`config.mk`:
```
export PLATFORM = sky130hd
export DESIGN_NAME = demux_bank
export DESIGN_NICKNAME = d
export VERILOG_FILES = /design/src/rtl/demux_bank.sv
export SDC_FILE = /design/constraint.sdc
export NUM_CORES = 1
export LEC_CHECK = 0
export CORE_MARGIN = 4
export CORE_UTILIZATION = 52
export DETAILED_ROUTE_END_ITERATION = 7
export PLACE_DENSITY_LB_ADDON = 0.3
export SYNTH_ARGS = -nofsm -noshare
export SYNTH_HDL_FRONTEND = slang
export SYNTH_SLANG_ARGS = --single-unit
```
`constraint.sdc`:
```
create_clock -name clk -period 4.15 [get_ports clk]
set_clock_uncertainty 0.05 [all_clocks]
set_input_delay 1.0375 -clock clk [delete_from_list [all_inputs] [get_ports clk]]
set_output_delay 1.0375 -clock clk [all_outputs]
set_load 0.1 [all_outputs]
```
`src/rtl/demux_bank.sv`:
```
// demux_bank: routes a stream of words into a bank of NUM_CH channel registers,
// either by explicit select (manual mode) or by an internal round-robin pointer
// (auto mode). Once every channel is loaded the bank is held until out_ack.
// Optional feature: define DEMUX_BANK_SEL_ERR_EN to add the sticky sel_err output.
module demux_bank #(
    parameter int unsigned DATA_W = 8,
    parameter int unsigned NUM_CH = 12,
    parameter int unsigned SEL_W  = 4
) (
    input  logic                     clk,
    input  logic                     rst_n,
    input  logic                     in_valid,
    output logic                     in_ready,
    input  logic [DATA_W-1:0]        in_data,
    input  logic [SEL_W-1:0]         sel,
    input  logic                     auto_mode,
    input  logic                     out_ack,
    output logic [NUM_CH*DATA_W-1:0] out_data,
    output logic [NUM_CH-1:0]        ch_loaded,
    output logic                     bank_full
`ifdef DEMUX_BANK_SEL_ERR_EN
   ,output logic                     sel_err
`endif
);

    localparam int unsigned PTR_W = (NUM_CH > 1) ? $clog2(NUM_CH) : 1;

    typedef enum logic [0:0] {
        FILL = 1'b0,
        FULL = 1'b1
    } state_t;

    state_t             state;
    state_t             state_nxt;
    logic [PTR_W-1:0]   ptr;
    logic [PTR_W-1:0]   ptr_nxt;
    logic [PTR_W-1:0]   dest;
    logic               dest_ok;
    logic               sel_ok;
    logic               accept;
    logic [NUM_CH-1:0]  wr_en;
    logic [NUM_CH-1:0]  loaded_nxt;

    assign accept = in_valid & in_ready;
    assign sel_ok = (32'(sel) < NUM_CH);

    // Destination decode: pointer in auto mode, sel in manual mode (dropped if out of range)
    always_comb begin
        dest    = ptr;
        dest_ok = 1'b0;
        wr_en   = '0;
        if (accept) begin
            if (auto_mode) begin
                dest    = ptr;
                dest_ok = 1'b1;
            end else begin
                dest    = PTR_W'(sel);
                dest_ok = sel_ok;
            end
        end
        for (int k = 0; k < int'(NUM_CH); k++) begin
            wr_en[k] = dest_ok && (dest == PTR_W'(k));
        end
    end

    // Next-state logic: fill channels, hold when full, release on out_ack
    always_comb begin
        state_nxt  = state;
        ptr_nxt    = ptr;
        loaded_nxt = ch_loaded;
        case (state)
            FILL: begin
                loaded_nxt = ch_loaded | wr_en;
                if (accept && auto_mode) begin
                    ptr_nxt = (32'(ptr) == NUM_CH - 1) ? '0 : ptr + PTR_W'(1);
                end
                if (&loaded_nxt) begin
                    state_nxt = FULL;
                end
            end
            FULL: begin
                if (out_ack) begin
                    loaded_nxt = '0;
                    ptr_nxt    = '0;
                    state_nxt  = FILL;
                end
            end
            default: begin
                state_nxt = FILL;
            end
        endcase
    end

    // State register
    always_ff @(posedge clk or negedge rst_n) begin
        if (!rst_n) begin
            state <= FILL;
        end else begin
            state <= state_nxt;
        end
    end

    // Pointer, load flags and handshake outputs, registered from next-state
    always_ff @(posedge clk or negedge rst_n) begin
        if (!rst_n) begin
            ptr       <= '0;
            ch_loaded <= '0;
            in_ready  <= 1'b1;
            bank_full <= 1'b0;
        end else begin
            ptr       <= ptr_nxt;
            ch_loaded <= loaded_nxt;
            in_ready  <= (state_nxt == FILL);
            bank_full <= (state_nxt == FULL);
        end
    end

    // Channel data registers; only the addressed channel is written
    always_ff @(posedge clk or negedge rst_n) begin
        if (!rst_n) begin
            out_data <= '0;
        end else begin
            for (int k = 0; k < int'(NUM_CH); k++) begin
                if (wr_en[k]) begin
                    out_data[k*DATA_W +: DATA_W] <= in_data;
                end
            end
        end
    end

`ifdef DEMUX_BANK_SEL_ERR_EN
    // Sticky flag for accepted manual words with an out-of-range select; cleared on release
    always_ff @(posedge clk or negedge rst_n) begin
        if (!rst_n) begin
            sel_err <= 1'b0;
        end else if (state == FULL && out_ack) begin
            sel_err <= 1'b0;
        end else if (accept && !auto_mode && !sel_ok) begin
            sel_err <= 1'b1;
        end
    end
`endif

endmodule

```
# [Yosys cells after proc, flatten, opt, wreduce, memory -nomap -nowiden]
# Index checks and enable logic that the tools add are counted.
[word_totals] regBits=114 out_inout_bits=110
[op_classes] add_sub_neg=1 magnitude_cmp=1 n_eq_ne=14 mux=13 n_bitwise=4 n_reduce_logical=16
[op_table] op="12-bit case mux with 2 select lines" count=1
[op_table] op="4-bit equality test, second input constant" count=5
[op_table] op="4-bit two-way mux" count=5
[op_table] op="4-bit by 3-bit equality test with 1-bit output, second input constant" count=4
[op_table] op="1-bit logical AND" count=13
[op_table] op="12-bit two-way mux" count=1
[op_table] op="12-bit bitwise OR" count=1
[op_table] op="12-bit AND reduction" count=1
[op_table] op="4-bit by 2-bit equality test with 1-bit output, second input constant" count=2
[op_table] op="4-bit case mux with 2 select lines" count=1
[op_table] op="4-bit by 1-bit adder with 4-bit output, second input constant" count=1
[op_table] op="4-bit by 1-bit equality test with 1-bit output, second input constant" count=1
[op_table] op="4-bit zero test" count=1
[op_table] op="4-bit less-than comparator, second input constant" count=1
[op_table] op="1-bit two-way mux" count=4
[op_table] op="2-bit != test, second input constant" count=2
[op_table] op="1-bit inverter" count=2
[op_table] op="1-bit case mux with 2 select lines" count=1
[op_table] op="2-bit AND reduction" count=1
[op_table] op="1-bit bitwise AND" count=1

# [Depth between registers and ports, before layout]
[logic_depth] word_depth=9 depth_mapped=8

# [Worst setup path after synthesis]
# No wires, ideal clock.
[synth_path] path_kind="input-to-reg" from="input port auto_mode" to="register in_ready" setup_ns=0.082 arrival_ns=2.882 path_slack_ns=1.136 cell_stages=6 path_cell_list="buf_6 mux2_4 nor4_4 o221ai_2 or4_1 o31a_1"
[synth_via] elab_chain_cells=9
[synth_lines] item="from (decl)" line="16" text="input logic auto_mode,"
[synth_lines] item="4-bit two-way mux" line="53" text="if (auto_mode) begin"
[synth_lines] item="4-bit two-way mux" line="52" text="if (accept) begin"
[synth_lines] item="4-bit by 1-bit equality test with 1-bit output (tied with other cells)" line="62" text="wr_en[k] = dest_ok && (dest == PTR_W'(k));"
[synth_lines] item="1-bit logical AND" line="62"
[synth_lines] item="12-bit bitwise OR *" line="73" text="loaded_nxt = ch_loaded | wr_en;"
[synth_lines] item="12-bit AND reduction *" line="77" text="if (&loaded_nxt) begin"
[synth_lines] item="1-bit two-way mux *" line="77"
[synth_lines] item="1-bit case mux with 2 select lines *" line="71" text="case (state)"
[synth_lines] item="1-bit inverter *" line="113" text="in_ready <= (state_nxt == FILL);"
[synth_lines] item="to (signal assigned)" line="113"
[synth_lines] item="to (decl)" line="13" text="output logic in_ready,"
# Every way passes the cells marked *; elsewhere a longest branch is shown, timed or not.
# A chain may end at the register's enable or synchronous reset.

# [Final worst setup path]
[layout_path] from="register in_ready" to="output port in_ready"
# No word-level cell between the ends.

==> reports/qor.csv <==
stage,metric,value,unit
setup_path,Critical Path End Type,output port,
floorplan,Initial Utilization,53.5,%
final_layout,Antenna Cells,0,
final_layout,Filler Cells Inserted,552,
floorplan,die area,0.0106,sq mm
min_path,type of the worst min-delay path,register to register,
synth,"top cells by area, synth","dfrtp_1 60%, mux2_2 24%, o22ai_1 1.3%, clkbuf_1 1.2%, inv_1 1.1%",
timing,RSZ-0062 raised after global routing,no,
floorplan,# rows,34,
global_routing,first-pass GRT wire length,19.0,mm
synth,Yosys cell types,41,
run_status,status,"finished, final reports clean",
clocking,hold buffer count at cts,0,
timing,Tightest Pin Transition,1.03,ns
placed_design,Port Buffers,126,
floorplan,DIE HEIGHT,103,um
synth,post-synthesis simple-gate area fraction,6.35,%
setup_path,worst reg-to-reg path cell count,6,
setup_path,CP top delay family,buffers and inverters,
timing,slew margin rel.,30.9,%
clocking,CTS buffer count,17,
setup_path,critical path depth,1,
detailed_routing,DRC errors left,0,
timing,fin crit share,79.3,%
timing,final count of hold timing violations,0,
detailed_routing,DR WL/cell,20.3,um
clocking,Longest Clk Path Bufs,2,
timing,Finish-stage setup viols,0,
global_routing,GR Util All Layers,24.3,%
setup_path,CP bufs+invs,1,
placed_design,Post-DP HPWL,8.11,mm
global_routing,global route total overflow,0,
detailed_routing,initial DRC count,98,
setup_path,CP max stage cell,clkdlybuf4s50_1,
clocking,Worst-path clk slew,0.06,ns
setup_path,crit path to,in_ready,
clocking,Sink Count,114,
synth,Yosys warnings,0,
setup_path,worst setup path class,register to output port,
detailed_routing,Antenna Nets Post-Route,0,
setup_path,crit path launch type,register,
synth,Synth Area in Adders,0.267,%
synth,Synthesized Nets,351,
clocking,clock root buffer,clkbuf_8,
global_routing,initial antenna violation count,0,
floorplan,io pins,127,
clocking,clk_lat worst skew,0.50,ns
synth,XOR/XNOR Fraction of Synth Area,0.187,%
synth,share of the synthesized area in the top cell type,60.3,%
synth,mux cell area share after synthesis,24.7,%
detailed_routing,DR pass1 iterations,4,
setup_path,crit path DAT,2.20,ns
global_routing,vias in the first global route,3599,
run,Max Cap Viol,0,
synth,complex-gate fraction of the synthesized area,4.43,%
setup_path,RR Startpoint,in_ready$_DFF_PN1_,
clocking,setup bufs post-CTS,0,
setup_path,CP startpoint,in_ready$_DFF_PN1_,
floorplan,DIE WIDTH,103,um
detailed_routing,final WL,11.9,mm
clocking,CTS H-tree lvls,4,
setup_path,required time of the critical path,3.06,ns
synth,"area leader, netlist",dfrtp_1,
synth,post-synthesis sequential area ratio,60.8,%
timing,min cycle time layout,3.29,ns
timing,Max Slew Vio Count,0,
final_layout,"commonest non-fill, non-tap cell in the layout",clkdlybuf4s50_1,
final_layout,nets,484,
setup_path,reg2reg setup slack,1.63,ns
synth,Syn Inst Count,333,
clocking,TritonCTS clock tree,done,
synth,largest family of logic cells by synthesized area,multiplexers,
global_routing,largest net degree at the start of global routing,64,
synth,Synth Cell Area,0.00469,sq mm
timing,Fin Setup TNS,0,ns
setup_path,"slowest stage delay, CP",1.14,ns
detailed_routing,via/cell ratio,5.52,
detailed_routing,routed vias,3233,
timing,Fin Hold WS,0.456,ns
setup_path,reg-to-reg endpoint,bank_full$_DFF_PN0_,
setup_path,Worst Path Max Fanout,4,
final_layout,"Area growth, synth to finish",42.4,%
synth,"FF+latch count, synth",114,
timing,max frequency,304,MHz
floorplan,Core ar.,0.00876,sq mm
final_layout,layout cells sized above 1,31.0,%
placed_design,routability cong.,0.892,
setup_path,CP Cell Sequence,clkdlybuf4s50_1,
clocking,PostCTS Resize Cnt,0,
synth,mean post-synth cell area,14.1,sq um
final_layout,"commonest non-fill, non-tap cells in the layout","124 x clkdlybuf4s50_1, 113 x dfrtp_1, 98 x mux2_2",
-- logic make-up after synthesis --
logic type | Yosys count
xor+xnor | 1
flops | 114
fa+ha+maj | 1
mux | 103
compound gates | 30
buf+inv | 35
simple gates | 49
-- cell usage after synthesis --
| cell type | instances |
|---|---|
| dfrtp_1 | 113 |
| nor2b_1 | 2 |
| a22oi_1 | 1 |
| a22o_1 | 2 |
| ha_1 | 1 |
| inv_1 | 14 |
| nor2_1 | 9 |
| buf_6 | 2 |
| buf_1 | 1 |
| a21oi_1 | 4 |
| o32a_1 | 1 |
| dfstp_2 | 1 |
| o21ai_0 | 3 |
| nor4_2 | 1 |
| nor3_1 | 2 |
| nand3b_1 | 3 |
| o22ai_1 | 10 |
| nor4_4 | 1 |
| a21boi_0 | 1 |
| nand2_2 | 1 |
| clkbuf_1 | 15 |
| mux2_4 | 1 |
| buf_4 | 1 |
| nand2b_1 | 2 |
| nand2_1 | 10 |
| buf_2 | 2 |
| and3b_1 | 1 |
| o2bb2ai_1 | 1 |
| nor3_2 | 2 |
| mux2_2 | 98 |
| nor3b_1 | 6 |
| a31oi_1 | 2 |
| and2_1 | 5 |
| or4_1 | 1 |
| o31ai_1 | 3 |
| xor2_1 | 1 |
| mux2i_1 | 4 |
| o221ai_2 | 1 |
| o31a_1 | 1 |
| or3_1 | 1 |
| nand3_1 | 2 |
-- registers in the layout (all words and copies together), names as in the netlist --
| signal | cells |
|---|---|
| out_data | 96 |
| ch_loaded | 12 |
| ptr | 4 |
| bank_full | 1 |
| in_ready | 1 |
-- metal layers --
metal | wire [um] | GRT usage [%] | vias up
met4 | 140 | 9.46 | 0
met5 | 0 | 0 | -
met1 | 4560 | 28.0 | 1656
li1 | - | - | 1449
met3 | 1030 | 10.4 | 15
met2 | 6170 | 40.2 | 113
-- how the worst min path moves through the flow --
| stage | startpoint | endpoint | slack [ns] | cells after the start |
|---|---|---|---|---|
| after floorplan | ptr[1]$_DFFE_PN0P_ | ptr[1]$_DFFE_PN0P_ | 0.50 | 2 |
| after global placement | out_data[54]$_DFFE_PN0P_ | out_data[54]$_DFFE_PN0P_ | 0.44 | 1 |
| after detailed placement | out_data[69]$_DFFE_PN0P_ | out_data[69]$_DFFE_PN0P_ | 0.45 | 1 |
| after CTS | out_data[67]$_DFFE_PN0P_ | out_data[67]$_DFFE_PN0P_ | 0.46 | 1 |
| after global routing | out_data[18]$_DFFE_PN0P_ | out_data[18]$_DFFE_PN0P_ | 0.47 | 1 |
| final | out_data[25]$_DFFE_PN0P_ | out_data[25]$_DFFE_PN0P_ | 0.46 | 1 |
-- area by class of cell --
cell class                 count  area (sq um)  area share, %
multi-input combinational    184          1690           25.2
inverter                      14          52.6          0.786
timing repair buffer         135          1340           20.0
tap                          108           135           2.02
clock inverter                14           205           3.07
clock buffer                  17           414           6.20
sequential                   114          2850           42.7
-- stage by stage --
stage / area, sq um / utilization [%] / setup slack, ns / cells
2_1_floorplan: 4690 / - / 1.14 / 333
3_3_place_gp: 6060 / 69.2 / 0.522 / 555
3_5_place_dp: 6060 / 69.2 / 0.438 / 555
4_1_cts: 6680 / 76.3 / 0.842 / 586
5_1_grt: 6680 / 76.3 / 0.773 / 586
6_report: 6680 / 76.3 / 0.859 / 586
Power is left out: the tool's default activity adds up to more than one toggle a clock period on the data nets, which glitch-free logic cannot reach.
